`src/rtl/div_sched_pkg.sv`:
```
// Shared types and helpers for the divider request scheduler.
package div_sched_pkg;

    // Widest operand the overflow helper can examine.
    localparam int MAX_W = 64;

    typedef enum logic [1:0] {
        IDLE,
        ISSUE,
        WAIT,
        OUTPUT
    } state_t;

    typedef struct packed {
        logic dz;
        logic ovf;
        logic tmo;
    } flags_t;

    // True when num is the most-negative value of the given width and den is -1.
    // Operands are zero-extended to MAX_W and only the low 'width' bits are examined.
    function automatic logic is_ovf(input logic [MAX_W-1:0] num,
                                    input logic [MAX_W-1:0] den,
                                    input int               width);
        logic num_min;
        logic den_neg1;
        num_min  = 1'b1;
        den_neg1 = 1'b1;
        for (int i = 0; i < MAX_W; i++) begin
            if (i < width) begin
                if (i == width - 1) begin
                    if (!num[i]) num_min = 1'b0;
                end else begin
                    if (num[i]) num_min = 1'b0;
                end
                if (!den[i]) den_neg1 = 1'b0;
            end
        end
        return num_min && den_neg1;
    endfunction

endpackage

```
`src/rtl/div_sched_fifo.sv`:
```
// Request FIFO holding {num, den} pairs. The pointers carry one extra wrap bit
// so that full and empty are told apart without a separate flag.
module div_sched_fifo
    import div_sched_pkg::*;
#(
    parameter int WIDTH = 64,
    parameter int DEPTH = 4
) (
    input  logic                     clk,
    input  logic                     rst,
    input  logic                     push,
    input  logic [WIDTH-1:0]         wr_data,
    input  logic                     pop,
    output logic [WIDTH-1:0]         rd_data,
    output logic                     full,
    output logic                     empty,
    output logic [$clog2(DEPTH):0]   level
);

    localparam int AW = $clog2(DEPTH);
    localparam int LW = AW + 1;

    logic [WIDTH-1:0] mem [DEPTH];
    logic [AW:0]      wr_ptr;
    logic [AW:0]      rd_ptr;
    logic             do_push;
    logic             do_pop;

    assign level   = wr_ptr - rd_ptr;
    assign full    = (level == LW'(DEPTH));
    assign empty   = (level == '0);
    assign do_push = push && !full;
    assign do_pop  = pop && !empty;
    assign rd_data = mem[rd_ptr[AW-1:0]];

    // Storage and pointer update; a simultaneous push and pop leaves the level unchanged.
    always_ff @(posedge clk or posedge rst) begin
        if (rst) begin
            wr_ptr <= '0;
            rd_ptr <= '0;
            for (int i = 0; i < DEPTH; i++) begin
                mem[i] <= '0;
            end
        end else begin
            if (do_push) begin
                mem[wr_ptr[AW-1:0]] <= wr_data;
                wr_ptr              <= wr_ptr + 1'b1;
            end
            if (do_pop) begin
                rd_ptr <= rd_ptr + 1'b1;
            end
        end
    end

endmodule

```
`src/rtl/div_sched.sv`:
```
// Scheduler in front of the iterative divider: queues signed requests, issues one at a
// time with a start pulse, collects the quotient/remainder and returns them with flags.
// Zero denominators skip the divider; a watchdog bounds the wait for div_done.
module div_sched
    import div_sched_pkg::*;
#(
    parameter int tamanyo    = 32,
    parameter int FIFO_DEPTH = 4,
    parameter int TIMEOUT    = 255
) (
    input  logic                          CLK,
    input  logic                          RSTa,
    input  logic                          in_valid,
    output logic                          in_ready,
    input  logic [tamanyo-1:0]            in_num,
    input  logic [tamanyo-1:0]            in_den,
    output logic                          div_start,
    output logic [tamanyo-1:0]            div_num,
    output logic [tamanyo-1:0]            div_den,
    input  logic [tamanyo-1:0]            div_coc,
    input  logic [tamanyo-1:0]            div_res,
    input  logic                          div_done,
    output logic                          out_valid,
    input  logic                          out_ready,
    output logic [tamanyo-1:0]            out_coc,
    output logic [tamanyo-1:0]            out_res,
    output logic                          out_dz,
    output logic                          out_ovf,
    output logic                          out_tmo,
    output logic                          busy,
    output logic [$clog2(FIFO_DEPTH):0]   fifo_level
);

    localparam int CW = $clog2(TIMEOUT + 1);
    localparam int LW = $clog2(FIFO_DEPTH) + 1;

    state_t                  state;
    flags_t                  flags;
    logic [CW-1:0]           wd_cnt;
    logic                    fifo_full;
    logic                    fifo_empty;
    logic [2*tamanyo-1:0]    head;
    logic [tamanyo-1:0]      head_num;
    logic [tamanyo-1:0]      head_den;
    logic                    push;
    logic                    pop;
    logic [LW-1:0]           level_next;
    logic                    active_next;
    logic                    busy_next;

    assign in_ready = !fifo_full;
    assign push     = in_valid && in_ready;
    assign pop      = (state == IDLE) && !fifo_empty;
    assign head_num = head[2*tamanyo-1:tamanyo];
    assign head_den = head[tamanyo-1:0];
    assign out_dz   = flags.dz;
    assign out_ovf  = flags.ovf;
    assign out_tmo  = flags.tmo;

    div_sched_fifo #(
        .WIDTH (2 * tamanyo),
        .DEPTH (FIFO_DEPTH)
    ) u_fifo (
        .clk     (CLK),
        .rst     (RSTa),
        .push    (push),
        .wr_data ({in_num, in_den}),
        .pop     (pop),
        .rd_data (head),
        .full    (fifo_full),
        .empty   (fifo_empty),
        .level   (fifo_level)
    );

    // Look ahead one cycle so busy can be registered: active next cycle or FIFO non-empty.
    always_comb begin
        level_next  = fifo_level;
        active_next = 1'b1;
        if (push && !pop) begin
            level_next = fifo_level + 1'b1;
        end else if (pop && !push) begin
            level_next = fifo_level - 1'b1;
        end
        case (state)
            IDLE:    active_next = pop;
            OUTPUT:  active_next = !out_ready;
            default: active_next = 1'b1;
        endcase
        busy_next = active_next || (level_next != '0);
    end

    // Scheduler FSM with registered divider controls, result registers and watchdog.
    always_ff @(posedge CLK or posedge RSTa) begin
        if (RSTa) begin
            state     <= IDLE;
            div_start <= 1'b0;
            div_num   <= '0;
            div_den   <= '0;
            out_valid <= 1'b0;
            out_coc   <= '0;
            out_res   <= '0;
            flags     <= '0;
            wd_cnt    <= '0;
            busy      <= 1'b0;
        end else begin
            busy <= busy_next;
            case (state)
                IDLE: begin
                    if (!fifo_empty) begin
                        div_num <= head_num;
                        div_den <= head_den;
                        if (head_den == '0) begin
                            out_coc   <= '1;
                            out_res   <= head_num;
                            flags     <= '{dz: 1'b1, ovf: 1'b0, tmo: 1'b0};
                            out_valid <= 1'b1;
                            state     <= OUTPUT;
                        end else begin
                            div_start <= 1'b1;
                            state     <= ISSUE;
                        end
                    end
                end
                ISSUE: begin
                    div_start <= 1'b0;
                    wd_cnt    <= '0;
                    state     <= WAIT;
                end
                WAIT: begin
                    wd_cnt <= wd_cnt + 1'b1;
                    if (div_done) begin
                        out_coc   <= div_coc;
                        out_res   <= div_res;
                        flags     <= '{dz: 1'b0,
                                       ovf: is_ovf(MAX_W'(div_num), MAX_W'(div_den), tamanyo),
                                       tmo: 1'b0};
                        out_valid <= 1'b1;
                        state     <= OUTPUT;
                    end else if (wd_cnt == CW'(TIMEOUT - 1)) begin
                        out_coc   <= '0;
                        out_res   <= '0;
                        flags     <= '{dz: 1'b0, ovf: 1'b0, tmo: 1'b1};
                        out_valid <= 1'b1;
                        state     <= OUTPUT;
                    end
                end
                OUTPUT: begin
                    if (out_ready) begin
                        out_valid <= 1'b0;
                        state     <= IDLE;
                    end
                end
                default: begin
                    state <= IDLE;
                end
            endcase
        end
    end

endmodule

```
`config.mk`:
```
export PLATFORM = sky130hd
export DESIGN_NAME = div_sched
export DESIGN_NICKNAME = d
export VERILOG_FILES = /design/src/rtl/div_sched_pkg.sv /design/src/rtl/div_sched_fifo.sv /design/src/rtl/div_sched.sv
export SDC_FILE = /design/constraint.sdc
export NUM_CORES = 1
export LEC_CHECK = 0
export ABC_AREA = 1
export ABC_CLOCK_PERIOD_IN_PS = 21800
export BUFFER_PORTS_ARGS = -buffer_cell sky130_fd_sc_hd__clkbuf_2
export CAP_MARGIN = 20
export CORE_MARGIN = 1.5
export CORE_UTILIZATION = 62
export CTS_CLUSTER_DIAMETER = 60
export DETAILED_ROUTE_END_ITERATION = 10
export PLACE_DENSITY = 0.9
export SLEW_MARGIN = 25
export SYNTH_ARGS = -nofsm -noshare
export SYNTH_HDL_FRONTEND = slang
export SYNTH_SLANG_ARGS = --single-unit
```
`constraint.sdc`:
```
create_clock -name CLK -period 21.8 [get_ports CLK]
set_input_delay 1.09 -clock CLK [delete_from_list [all_inputs] [get_ports CLK]]
set_output_delay 1.09 -clock CLK [all_outputs]
set_load 0.01 [all_outputs]
```
# Word-level counts from Yosys, hierarchy flattened
# Cells that the tools add are included.
# word_totals
regBits	406
input_bits	133
out_inout_bits	138
elab_cells	174
# op_classes
n_addsub	6
magnitude_cmp	3
n_eq_ne	10
muxes	107
bitwise	3
reduce_logical	27
# op_table
op	n
bitwise mux 256 bit	1
2-to-1 mux 32 bit	7
2-to-1 mux 64 bit	3
binary-select mux 64 bit (select 2 bit)	1
demux 64 bit (select 2 bit)	1
case mux 32 bit (2 select lines)	2
2-to-1 mux 1 bit	75
logical NOT 32 bit	1
2-to-1 mux 3 bit	6
case mux 8 bit (2 select lines)	1
2-to-1 mux 2 bit	5
adder 3 x 1 -> 3 bit, second input constant	3
adder 8 x 1 -> 8 bit, second input constant	1
== test 8 bit, second input constant	1
logical AND 1 bit	8
case mux 2 bit (4 select lines)	1
greater-or-equal comparator 3 bit, second input constant	2
!= test 2 bit, second input constant	3
inverter 2 -> 3 bit	2
case mux 3 bit (2 select lines)	1
AND reduction 3 bit	2
nonzero test 2 bit	3
nonzero test 3 bit	2
logical NOT 1 bit	5
other kinds (17)	19

# Logic depth before layout (Yosys ltp)
# logic_depth
ltp_word	37
mapped_depth	17
depth_no_buf	13

# By module
# A second synthesis with hierarchy kept.
# unflattened
cells_unflattened	2464
area_unflattened_um2	19572.5
# modules_own_cells
mod	n_inst	cells_per_inst	area_per_inst_um2	seq_area_each_um2
div_sched_fifo	1	1560	12728.5	6556.3
div_sched	1	904	6844.1	3603.5

# Least setup slack after synthesis
# Ideal clock, no wire load.
# synth_timing
path_kind	flip-flop to output port
from	register u_fifo.rd_ptr[1]
to	output port in_ready
t_arrival_ps	1994
setup_slack_ps	18716
stages_incl_launch_ff	9
path_cell_list	dfrtp_1 -> buf_2 -> inv_2 -> clkbuf_1 -> clkbuf_1 -> fa_1 -> xor2_1 -> xor2_2 -> nand2_1
# synth_between
elab_chain_len	3
# synth_rtl
element	line	rtl
start: declaration	div_sched_fifo.sv:25	logic [AW:0] rd_ptr;
start signal: assignment	div_sched_fifo.sv:50	rd_ptr <= rd_ptr + 1'b1;
subtractor 3 bit	div_sched_fifo.sv:29	assign level = wr_ptr - rd_ptr;
via fifo_level[2]	div_sched.sv:31	output logic [$clog2(FIFO_DEPTH):0] fifo_level
== test 3 bit	div_sched_fifo.sv:30	assign full = (level == LW'(DEPTH));
logical NOT 1 bit	div_sched.sv:51	assign in_ready = !fifo_full;
end: declaration	div_sched.sv:14	output logic in_ready,
# The timed path passes the listed nets, and every way through them passes these cells.

# Final worst setup path
# layout_timing
from	register u_fifo.rd_ptr[0]
to	register out_res[10]
# layout_between
elab_chain_len	7
word_cells_on_any_way	13
# layout_rtl
element	line	rtl
inverter 2 -> 3 bit (not written as such)	div_sched_fifo.sv:34	assign rd_data = mem[rd_ptr[AW-1:0]];
binary-select mux 64 bit (select 2 bit)	div_sched_fifo.sv:34	
2-to-1 mux 64 bit (not written as such) (2 in series)	div_sched_fifo.sv:34	
logical NOT 32 bit or 2-to-1 mux 32 bit (tied branches)	div_sched.sv:112	if (head_den == '0) begin
!= test 2 x 1 -> 1 bit (no source line) or 2-to-1 mux 32 bit (tied branches)	n/a	
AND reduction 4 bit (no source line) or case mux 32 bit (2 select lines) (tied branches)	n/a	
end signal: assignment	div_sched.sv:114	out_res <= head_num;
end signal: assignment	div_sched.sv:133	out_res <= div_res;
end: declaration	div_sched.sv:26	output logic [tamanyo-1:0] out_res,
# Parallel ways exist; a longest one is shown, timed or not. The select of a mux whose other input is x is not followed.
# A chain may end at the register's enable or synchronous reset.

==> metrics.md <==
| Metric | Value |
|---|---|
| Status | `complete, no violations` |
| CTS resizes | `0` |
| HP Class | `flop to flop` |
| Switching share of total power | `0.4220` |
| Setup TNS | `0 ns` |
| P&R area growth vs syn | `15.06%` |
| Layout cell share with drive strength beyond 1 | `0.2797` |
| Worst setup path startpoint | `u_fifo.rd_ptr[0]` |
| Vias in the first global route | `14.88k` |
| Switch Pwr | `0.001605 W` |
| Slew margin rel. | `0.2810` |
| Vias | `15.07k` |
| H-tree Lvls | `2` |
| Post-CTS Setup Repair Bufs | `0` |
| Critical Setup Path Class | `flop to flop` |
| DRT Wirelength | `50.00 mm` |
| Crit path DAT | `5.29 ns` |
| Die Area | `0.03077 sq mm` |
| Gr ovfl total | `0` |
| R2R setup slack | `16.94 ns` |
| Die Wd | `175.4 um` |
| Iter 0 DRT Violations | `1714` |
| Synthesized Nets | `2029` |
| Final min period | `4.864 ns` |
| Pin count of the biggest net entering global routing | `191` |
| Filler cell count | `1914` |
| Hold Slack | `0.4734 ns` |
| CP Max Fanout | `97` |
| Power share of the clock group | `0.178` |
| Core area | `0.02901 sq mm` |
| Leakage power | `10.10 nW` |
| Dpl hpwl | `31.37 mm` |
| Initial antenna violation count | `11` |
| IO Port Bufs | `270` |
| Vias per std cell | `6.020` |
| Ys flop type | `dfrtp_1` |
| Die H | `175.4 um` |
| Worst EP required | `22.22 ns` |
| Worst-Skew Late Latency | `0.54 ns` |
| Worst Hold Launch | `out_coc[2]` |
| WL/cell | `19.97 um` |
| Final GP Congestion | `0.9317` |
| Post-route antenna net violation count | `0` |
| Setup Skew | `0.01517 ns` |
| Post-synth cell types | `34` |
| Clock-pin slew on the worst setup and hold paths | `0.06 ns` |
| Cell Pwr Density | `179.3 mW/mm^2` |
| TritonCTS Buffers | `41` |
| Reg power frac | `0.367` |
| Fin. Hold Viols | `0` |
| First-pass GRT wire length | `78.83 mm` |
| # IOs | `271` |
| Cell Rows | `62` |
| Area of the mapped netlist | `0.01843 sq mm` |
| Post-Syn Instances | `1880` |
| Comb power frac | `0.455` |
| Asr flop ratio synth | `1.000` |
| Initial Util | `0.6352` |
| Setup repair after global routing missed its margin | `no` |
| Nets@finish | `2234` |
| Syn Area/Cell | `9.803 sq um` |
| Initial DRT Pass Iterations | `6` |
| Clk sinks | `406` |
| Root Driver | `clkbuf_16` |
| Worst R2R Start | `u_fifo.rd_ptr[0]` |
| Cells after DPL | `2424` |
| Clk buf depth | `3` |
| DRC viols | `0` |
| Worst vdd ir | `0.0001668 V` |
| Seq/Total Area, Yosys | `0.5513` |
| Final core utilization | `0.7309` |
| Pint | `0.002197 W` |
| Setup crit start kind | `flop` |
| Fin. max-slew vios | `0` |
| EDFF count, synth | `0` |
| All-Layer GR Usage | `0.3253` |
| Least-Margin Pin Slew | `1.078 ns` |
| Maxcap violations | `0` |
| CTS tree | `yes` |
| Hold buffers post-CTS | `0` |
| # setup viols final | `0` |
| Final period util | `0.2231` |
| Synth warnings | `0` |
| Max Clock Freq | `0.2056 GHz` |
| Crit. End Element | `flop` |
| Synth Register Bits | `406` |
| Finished Layout Cells | `2504` |
## flip-flops by register name, summed over array words and instances, names as in the netlist
register       count
busy               1
div_den           32
div_num           32
div_start          1
out_coc           32
out_dz             1
out_ovf            1
out_res           32
out_tmo            1
out_valid          1
state              2
u_fifo.mem       256
u_fifo.rd_ptr      3
u_fifo.wr_ptr      3
wd_cnt             8
## cell type report
class                      count  area [sq um]  area share
antenna                        7         17.52   0.0008260
clock buffer                  54          1135     0.05351
clock inverter                17         147.6    0.006962
inverter                      60         234.0     0.01103
multi-input combinational   1290          7496      0.3535
sequential                   406         10160      0.4793
tap                          384         480.5     0.02266
timing repair buffer         286          1531     0.07222
## final timing paths
kind | cells after the start | end
min in group asynchronous | 2 | out_coc[28]
setup reg to reg | 14 | out_res[10]
hold reg to reg | 2 | out_coc[2]
hold / removal | 2 | out_coc[2]
max in group asynchronous | 4 | u_fifo.mem[238]
setup / recovery | 14 | out_res[10]
## layout by cell type, fill, tap and decap left out, drive strengths merged, types with 5 or more instances in the layout
cell type    n
buf         16
nand4       13
a21oi        5
dfrtp      406
nand3      173
nand2      507
ha          15
mux2       224
nor4         8
inv         61
nor2        96
nor3         5
o21ai      197
o22a        31
diode        7
xor2         5
clkbuf     324
clkinv      12
## synth_stat cells (2+ instances only)
| library cell | instances | area (sq um) |
|---|---|---|
| a21oi_1 | 4 | 20.02 |
| buf_1 | 2 | 7.510 |
| buf_2 | 46 | 230.2 |
| buf_4 | 2 | 15.01 |
| buf_6 | 10 | 112.6 |
| clkbuf_1 | 64 | 240.2 |
| dfrtp_1 | 406 | 10160 |
| ha_1 | 15 | 187.7 |
| inv_1 | 57 | 214.0 |
| inv_2 | 3 | 11.26 |
| mux2_2 | 224 | 2522 |
| nand2_1 | 504 | 1892 |
| nand2_2 | 3 | 18.77 |
| nand3_1 | 173 | 865.8 |
| nand4_1 | 13 | 81.33 |
| nor2_1 | 94 | 352.8 |
| nor2_2 | 2 | 12.51 |
| nor3_1 | 5 | 25.02 |
| nor4_1 | 8 | 50.05 |
| o21ai_0 | 197 | 986.0 |
| o22a_1 | 31 | 271.5 |
| xnor2_1 | 2 | 17.52 |
| xor2_1 | 4 | 35.03 |
## stage by stage
step / total power, W / worst slack, ns / cell area [sq um]
after CTS: 0.003779 / 17.06 / 21130
after floorplan: 0.002545 / 9.415 / 18430
after detailed placement: 0.003071 / 17.11 / 19840
after global routing: 0.004053 / 16.67 / 21200
after global placement: 0.002971 / 16.89 / 19830
final: 0.003802 / 16.94 / 21210
## cells by family after synthesis
group / synth area share
buffers and inverters: 0.04508
AO/OA/AOI/OAI: 0.07135
flip-flops: 0.5513
AND/OR/NAND/NOR: 0.1804
XOR/XNOR: 0.003734
multiplexers: 0.1369
adder cells (fa/ha/maj): 0.01127
## routing by layer
metal	routed length [um]	GRT usage	vias to the layer above
met1	19500	0.4220	7441
met5	60	0	-
met4	2096	0.1574	10
met2	23650	0.5164	772
met3	4695	0.07987	166
li1	-	-	6685
## worst max-delay path, cell delays in order (launching register included)
cell     delay (ns)
dfrtp_4        0.68
buf_4          0.89
ha_1           0.28
inv_1          0.06
fa_1           0.43
xor2_1         0.22
xor2_2         0.24
inv_2          0.07
nand3_1        0.11
nand2_1        0.11
a21oi_4        0.12
buf_4          0.56
nand2_4        0.57
nand2_1        0.21
nand2_1        0.07
## power by group through the flow
stage | clock network (W) | registers [W] | logic (W)
CTS | 0.000685 | 0.00138 | 0.00171
global route | 0.000716 | 0.00143 | 0.00191
floorplan | 0 | 0.00137 | 0.00118
global placement | 0 | 0.00137 | 0.00160
detailed placement | 0 | 0.00139 | 0.00168
finish | 0.000678 | 0.00139 | 0.00173
Power figures use the tool's default switching activity.
